$ cat src/rtl/sipo_collector.sv
// Serial-in/parallel-out collector: rebuilds WIDTH-bit words from a framed serial stream
// and offers them on a valid/ready holding register. Optional parity bit: SIPO_COLLECTOR_PARITY_EN.
module sipo_collector #(
  parameter int WIDTH     = 8,
  parameter bit MSB_FIRST = 1'b1
) (
  input  logic             clk,
  input  logic             rst_n,
  input  logic             ser_in,
  input  logic             ser_valid,
  input  logic             frame_start,
  output logic [WIDTH-1:0] out_data,
  output logic             out_valid,
  input  logic             out_ready,
  output logic             overflow,
  output logic             sync_err,
  output logic             parity_err,
  input  logic             clr_err
);

  localparam int CW = $clog2(WIDTH + 1);
`ifdef SIPO_COLLECTOR_PARITY_EN
  localparam int FRAME_BITS = WIDTH + 1;
`else
  localparam int FRAME_BITS = WIDTH;
`endif
  localparam logic [CW-1:0] LAST_CNT = CW'(FRAME_BITS - 1);

  typedef enum logic [0:0] {IDLE, COLLECT} state_e;

  state_e           state_q, state_d;
  logic [CW-1:0]    cnt_q, cnt_d;
  logic [WIDTH-1:0] shift_q, shift_d;
  logic [WIDTH-1:0] data_q, data_d;
  logic             valid_q, valid_d;
  logic             ovf_q, ovf_d;
  logic             sync_q, sync_d;

  logic [WIDTH-1:0] shifted;
  logic [WIDTH-1:0] first_word;
  logic [WIDTH-1:0] word;
  logic             word_done;
  logic             sync_set;
  logic             load;

  // Bit-placement: where a new bit enters and where bit 0 of a fresh word sits.
  always_comb begin
    if (MSB_FIRST) begin
      shifted    = {shift_q[WIDTH-2:0], ser_in};
      first_word = {{(WIDTH-1){1'b0}}, ser_in};
    end else begin
      shifted    = {ser_in, shift_q[WIDTH-1:1]};
      first_word = {ser_in, {(WIDTH-1){1'b0}}};
    end
  end

  // With parity, the final serial bit is the parity bit and the data is already in shift_q.
`ifdef SIPO_COLLECTOR_PARITY_EN
  assign word = shift_q;
`else
  assign word = shifted;
`endif

  always_comb begin
    state_d   = state_q;
    cnt_d     = cnt_q;
    shift_d   = shift_q;
    word_done = 1'b0;
    sync_set  = 1'b0;
    if (ser_valid) begin
      if (frame_start) begin
        sync_set = (state_q == COLLECT);
        state_d  = COLLECT;
        cnt_d    = CW'(1);
        shift_d  = first_word;
      end else if (state_q == COLLECT) begin
        if (cnt_q == LAST_CNT) begin
          word_done = 1'b1;
          state_d   = IDLE;
          cnt_d     = '0;
          shift_d   = '0;
        end else begin
          cnt_d   = cnt_q + 1'b1;
          shift_d = shifted;
        end
      end
    end
  end

  always_comb begin
    load    = word_done && (!valid_q || out_ready);
    data_d  = data_q;
    valid_d = valid_q;
    if (load) begin
      data_d  = word;
      valid_d = 1'b1;
    end else if (valid_q && out_ready) begin
      valid_d = 1'b0;
    end
    // A set event in the same cycle as clr_err wins.
    ovf_d  = (word_done && !load) || (ovf_q && !clr_err);
    sync_d = sync_set || (sync_q && !clr_err);
  end

  always_ff @(posedge clk or negedge rst_n) begin
    if (!rst_n) begin
      state_q <= IDLE;
      cnt_q   <= '0;
      shift_q <= '0;
      data_q  <= '0;
      valid_q <= 1'b0;
      ovf_q   <= 1'b0;
      sync_q  <= 1'b0;
    end else begin
      state_q <= state_d;
      cnt_q   <= cnt_d;
      shift_q <= shift_d;
      data_q  <= data_d;
      valid_q <= valid_d;
      ovf_q   <= ovf_d;
      sync_q  <= sync_d;
    end
  end

`ifdef SIPO_COLLECTOR_PARITY_EN
  logic par_q, par_d;

  always_comb begin
    par_d = par_q;
    if (load) par_d = (^word) ^ ser_in;
  end

  always_ff @(posedge clk or negedge rst_n) begin
    if (!rst_n) par_q <= 1'b0;
    else        par_q <= par_d;
  end

  assign parity_err = par_q;
`else
  assign parity_err = 1'b0;
`endif

  assign out_data  = data_q;
  assign out_valid = valid_q;
  assign overflow  = ovf_q;
  assign sync_err  = sync_q;

endmodule

$ cat config.mk
export PLATFORM = sky130hd
export DESIGN_NAME = sipo_collector
export DESIGN_NICKNAME = d
export VERILOG_FILES = /design/src/rtl/sipo_collector.sv
export SDC_FILE = /design/constraint.sdc
export NUM_CORES = 1
export LEC_CHECK = 0
export BUFFER_PORTS_ARGS = -buffer_cell sky130_fd_sc_hd__buf_2
export CAP_MARGIN = 40
export CORE_MARGIN = 5
export CORE_UTILIZATION = 45
export DETAILED_ROUTE_END_ITERATION = 7
export GPL_ROUTABILITY_DRIVEN = 0
export GPL_TIMING_DRIVEN = 1
export HOLD_SLACK_MARGIN = 0.1
export PLACE_DENSITY = 0.65
export SETUP_SLACK_MARGIN = 0.05
export SYNTH_ARGS = -nofsm -noshare
export SYNTH_HDL_FRONTEND = slang
export SYNTH_SLANG_ARGS = --single-unit
$ cat constraint.sdc
create_clock -name clk -period 2.85 [get_ports clk]
set_input_delay 0.4275 -clock clk [delete_from_list [all_inputs] [get_ports clk]]
set_output_delay 0.4275 -clock clk [all_outputs]
set_load 0.02 [all_outputs]
# Word level (Yosys, flattened, before mapping)
# Cells that the tools add are included.
# totals
register_bits	23
input_bits	7
# op_classes
n_addsub	1
n_eq_ne	1
mux	17
n_reduce_logical	14
# ops
op	n
2-to-1 mux 7 bit	3
2-to-1 mux 4 bit	3
2-to-1 mux 1 bit	11
logical AND 1 bit	5
adder 4 x 1 -> 4 bit (second input constant)	1
equality test 4 x 3 -> 1 bit (second input constant)	1
nonzero test 2 bit	2
logical NOT 1 bit	3
logical OR 1 bit	3
AND reduction 2 bit	1

# Depth between registers and ports, before layout
# depth
depth_word	9
depth_mapped	4

# Worst setup path after synthesis
# No wires, ideal clock.
# synth_timing
path_kind	register to register
from	reg cnt_q[0]
to	reg data_q[0], in the netlist out_data[0]
setup_ns	0.125
arrival_ns	1.535
required_ns	2.725
slack_ns	1.190
path_stages_with_launch	5
path_buffers	0
cell_sequence	dfrtp_1 -> ha_1 -> nand3b_2 -> nor4b_4 -> mux2_2
# synth_via
elab_chain_cells	6
# synth_rtl
item	line	rtl
from (decl)	32	logic [CW-1:0] cnt_q, cnt_d;
from (signal assigned)	116	cnt_q <= cnt_d;
equality test 4 x 3 -> 1 bit	77	if (cnt_q == LAST_CNT) begin
2-to-1 mux 1 bit	77	
2-to-1 mux 1 bit	76	end else if (state_q == COLLECT) begin
2-to-1 mux 1 bit	71	if (frame_start) begin
2-to-1 mux 1 bit	70	if (ser_valid) begin
logical AND 1 bit	91	load = word_done && (!valid_q || out_ready);
to (signal assigned)	118	data_q <= data_d;
to (decl)	34	logic [WIDTH-1:0] data_q, data_d;
# Every way passes these cells.
# A chain may end at the register's enable or synchronous reset.

# Worst setup path in the final report
# layout_timing
from	reg cnt_q[0]
to	reg data_q[1], in the netlist out_data[1]
# Same word-level chain as after synthesis.

==> impl_results.md <==
- Status: complete, no violations
- RSZ-0062 raised after global routing: no
- Synth cell count leaders: dfrtp_1 (23), mux2_2 (8), a22o_1 (7)
- CP max FO: 8
- Ant diodes: 0
- Unique masters post-synth: 28
- Sequential area share after synthesis: 58.2%
- DR DRC count: 0
- Share of cells above drive strength 1: 33.0%
- Vias in the first global route: 680
- First-pass GRT wire length: 3100 um
- CTS tree: yes
- Static Leak: 0.570 nW
- Critical path, cell by cell: ha_1, nand3b_2, nor4b_4, mux2_2
- Top delay family on crit path: simple AND/OR/NAND/NOR gates
- Hold Crit Depth: 2
- Initial Util: 46.0%
- Main area contributors after synthesis: dfrtp_1 (58%), mux2_2 (9.1%), a22o_1 (6.2%)
- Crit path time final: 1890 ps
- Number of max-cap violations: 0
- Worst IR Drop VDD: between 0.0003 and 0.0004 V
- HP Class: in2reg
- Post-CTS Setup Repair Bufs: 0
- Full die area: between 3000 and 4000 um2
- Hpwl dp: 1200 um
- P per Cell Area: roughly 660 nW/um2
- Post-synth top area share: 58.2%
- WHS Endpoint: overflow$_DFF_PN0_
- Reg-to-reg slack, setup: 960 ps
- Clock latency on the worst-skew pair: 310 ps
- Final Cycle Share: 66.2%
- Global Route Usage Sum: approximately an eighth
- CP max-delay cell: nor4b_4
- Critical Path AT: between 2000 and 2500 ps
- CTS buffer count: 3
- Max transition margin: 54.5%
- Max incr delay on CP: 580 ps
- Switching power: 0.235 mW
- Core Rows: 17
- Worst hold start: clr_err
- Mean Syn Cell Area: 12.5 um2
- Pint: between 0.5 and 0.6 mW
- Clock share of power: approximately a fifth
- Final setup viols: 0
- Port buffer count: 17
- Via count: 667
- P&R area growth vs syn: 13.7%
- DRT iter0 DRCs: 24
- Ys async rst share: 100%
- Worst reg2reg endpoint: out_data[1]$_DFFE_PN0P_
- Final count of pins violating max slew: 0
- Post-synth EDFFs: 0
- Area of the mapped netlist: 988 um2
- Largest net degree at the start of global routing: 24
- Final hold vios: 0
- # H-tree levels: 1
- Fin Clk Skew: 3.10 ps
- Clock Tree Buf Depth: 2
- Yosys warns: 0
- Vias/cell: about 5.3
- Core Box Area: 2150 um2
- Max Fclk: 530 MHz
- Total wire length: 1710 um
- Post-Syn Instances: 79
- GR Overflow Total: 0
- Worst Path Buf+Inv: 0
- Die height: around 57 um
- Combinational share of power: 23.4%
- CP startpoint kind: register
- Post-route setup TNS: 0 ps
- Fillers: 216
- Seq pwr share: 56.1%
- Sw frac: 31.8%
- Critical R2R Launch: cnt_q[0]$_DFFE_PN0P_
- Most common cell in the synthesized netlist: dfrtp_1
- Most used DFF post-synth: dfrtp_1
- Wire per inst: 13.7 um
- 1st-pass router iterations: 4
- Clk slew on worst S/H paths: approximately 120 ps
- WP data required: 3060 ps
- CTS sink count: 23
- Final instance area: 1120 um2
- DRT antenna net count: 0
- Crit path kind: reg2reg
- Area leader, netlist: dfrtp_1
- Crit end category: register
- DP Area: 1090 um2
- Hold Slack: 298 ps
- Die W: around 57 um
- I/O pins: 19
- Final #Nets: 106
- Slew @ Worst Pin: 678 ps
- Clock root buffer: clkbuf_4
- FF+latch count, synth: 23
- Synthesized net count: 87
- Initial antenna violation count: 0
- R2R depth: 4
==> worst max-delay path by stage <==
| stage | start | endpoint | slack, ps | cells after the start |
|---|---|---|---|---|
| CTS | cnt_q[0]$_DFFE_PN0P_ | out_data[1]$_DFFE_PN0P_ | 940 | 4 |
| detailed placement | ser_valid | out_data[3]$_DFFE_PN0P_ | 920 | 4 |
| floorplan | cnt_q[0]$_DFFE_PN0P_ | out_data[0]$_DFFE_PN0P_ | 1190 | 4 |
| finish | cnt_q[0]$_DFFE_PN0P_ | out_data[1]$_DFFE_PN0P_ | 960 | 4 |
| global placement | ser_valid | out_data[1]$_DFFE_PN0P_ | 980 | 4 |
| global route | cnt_q[0]$_DFFE_PN0P_ | out_data[0]$_DFFE_PN0P_ | 850 | 4 |
==> registers in the layout, summed over array words and instances, names as in the netlist <==
| name | count |
|---|---|
| out_data | 8 |
| shift_q | 7 |
| cnt_q | 4 |
| out_valid | 1 |
| overflow | 1 |
| state_q | 1 |
| sync_err | 1 |
==> stage by stage <==
stage / std cells / worst slack (ps) / power [mW] / util (%)
after floorplan: 79 / 1190 / 0.544 / -
after global placement: 120 / 977 / 0.590 / 50.6
after detailed placement: 120 / 921 / 0.597 / 50.6
after CTS: 125 / 941 / 0.753 / 52.3
after global routing: 125 / 849 / 0.797 / 52.3
final: 125 / 964 / 0.739 / 52.3
==> cells by family after synthesis <==
| kind of cell | share of synthesized area, % |
|---|---|
| AOI/OAI and AO/OA | 14.9 |
| buffers and inverters | 4.18 |
| muxes | 9.11 |
| DFF | 58.2 |
| and+or+nand+nor | 11.9 |
| adders and majority gates | 1.27 |
| other | 0.379 |
==> cells in the final DEF (no fill, tap or decap), drive strengths merged, types with 2 or more instances in the layout <==
cell    netlist  final
a22o          7      7
clkbuf        2      3
dfrtp        23     23
nand3         3      3
mux2          8      8
buf           2     17
inv           5      5
nor4b         2      2
o21ai         4      4
o22ai         2      2
nand2         6      6
==> repair_timing <==
action	CTS	global route
resized for setup	0	0
hold endpoints to repair	23	0
hold buffers	1	0
==> final cells by class <==
| class | count | area [um2] | area share [%] |
|---|---|---|---|
| sequential | 23 | 576 | 51.2 |
| multi-input combinational | 47 | 372 | 33.1 |
| timing repair buffer | 18 | 95.1 | 8.46 |
| tap | 28 | 35.0 | 3.12 |
| clock buffer | 3 | 22.5 | 2.00 |
| inverter | 5 | 18.8 | 1.67 |
| clock inverter | 1 | 5.00 | 0.445 |
==> power by group through the flow <==
| stage | Clock (mW) | Sequential [mW] | Combinational [mW] |
|---|---|---|---|
| after floorplan | 0 | 0.436 | 0.108 |
| after global placement | 0 | 0.420 | 0.170 |
| after detailed placement | 0 | 0.422 | 0.174 |
| after CTS | 0.161 | 0.415 | 0.177 |
| after global routing | 0.178 | 0.425 | 0.195 |
| final | 0.151 | 0.415 | 0.173 |
==> layer usage <==
metal,track usage [%],up-vias,wire [um]
met5,0,-,0
li1,-,327,-
met3,2.30,4,127
met2,17.8,24,762
met1,17.2,312,787
met4,8.28,0,38
Note: power is estimated with default switching activity, not from simulation.
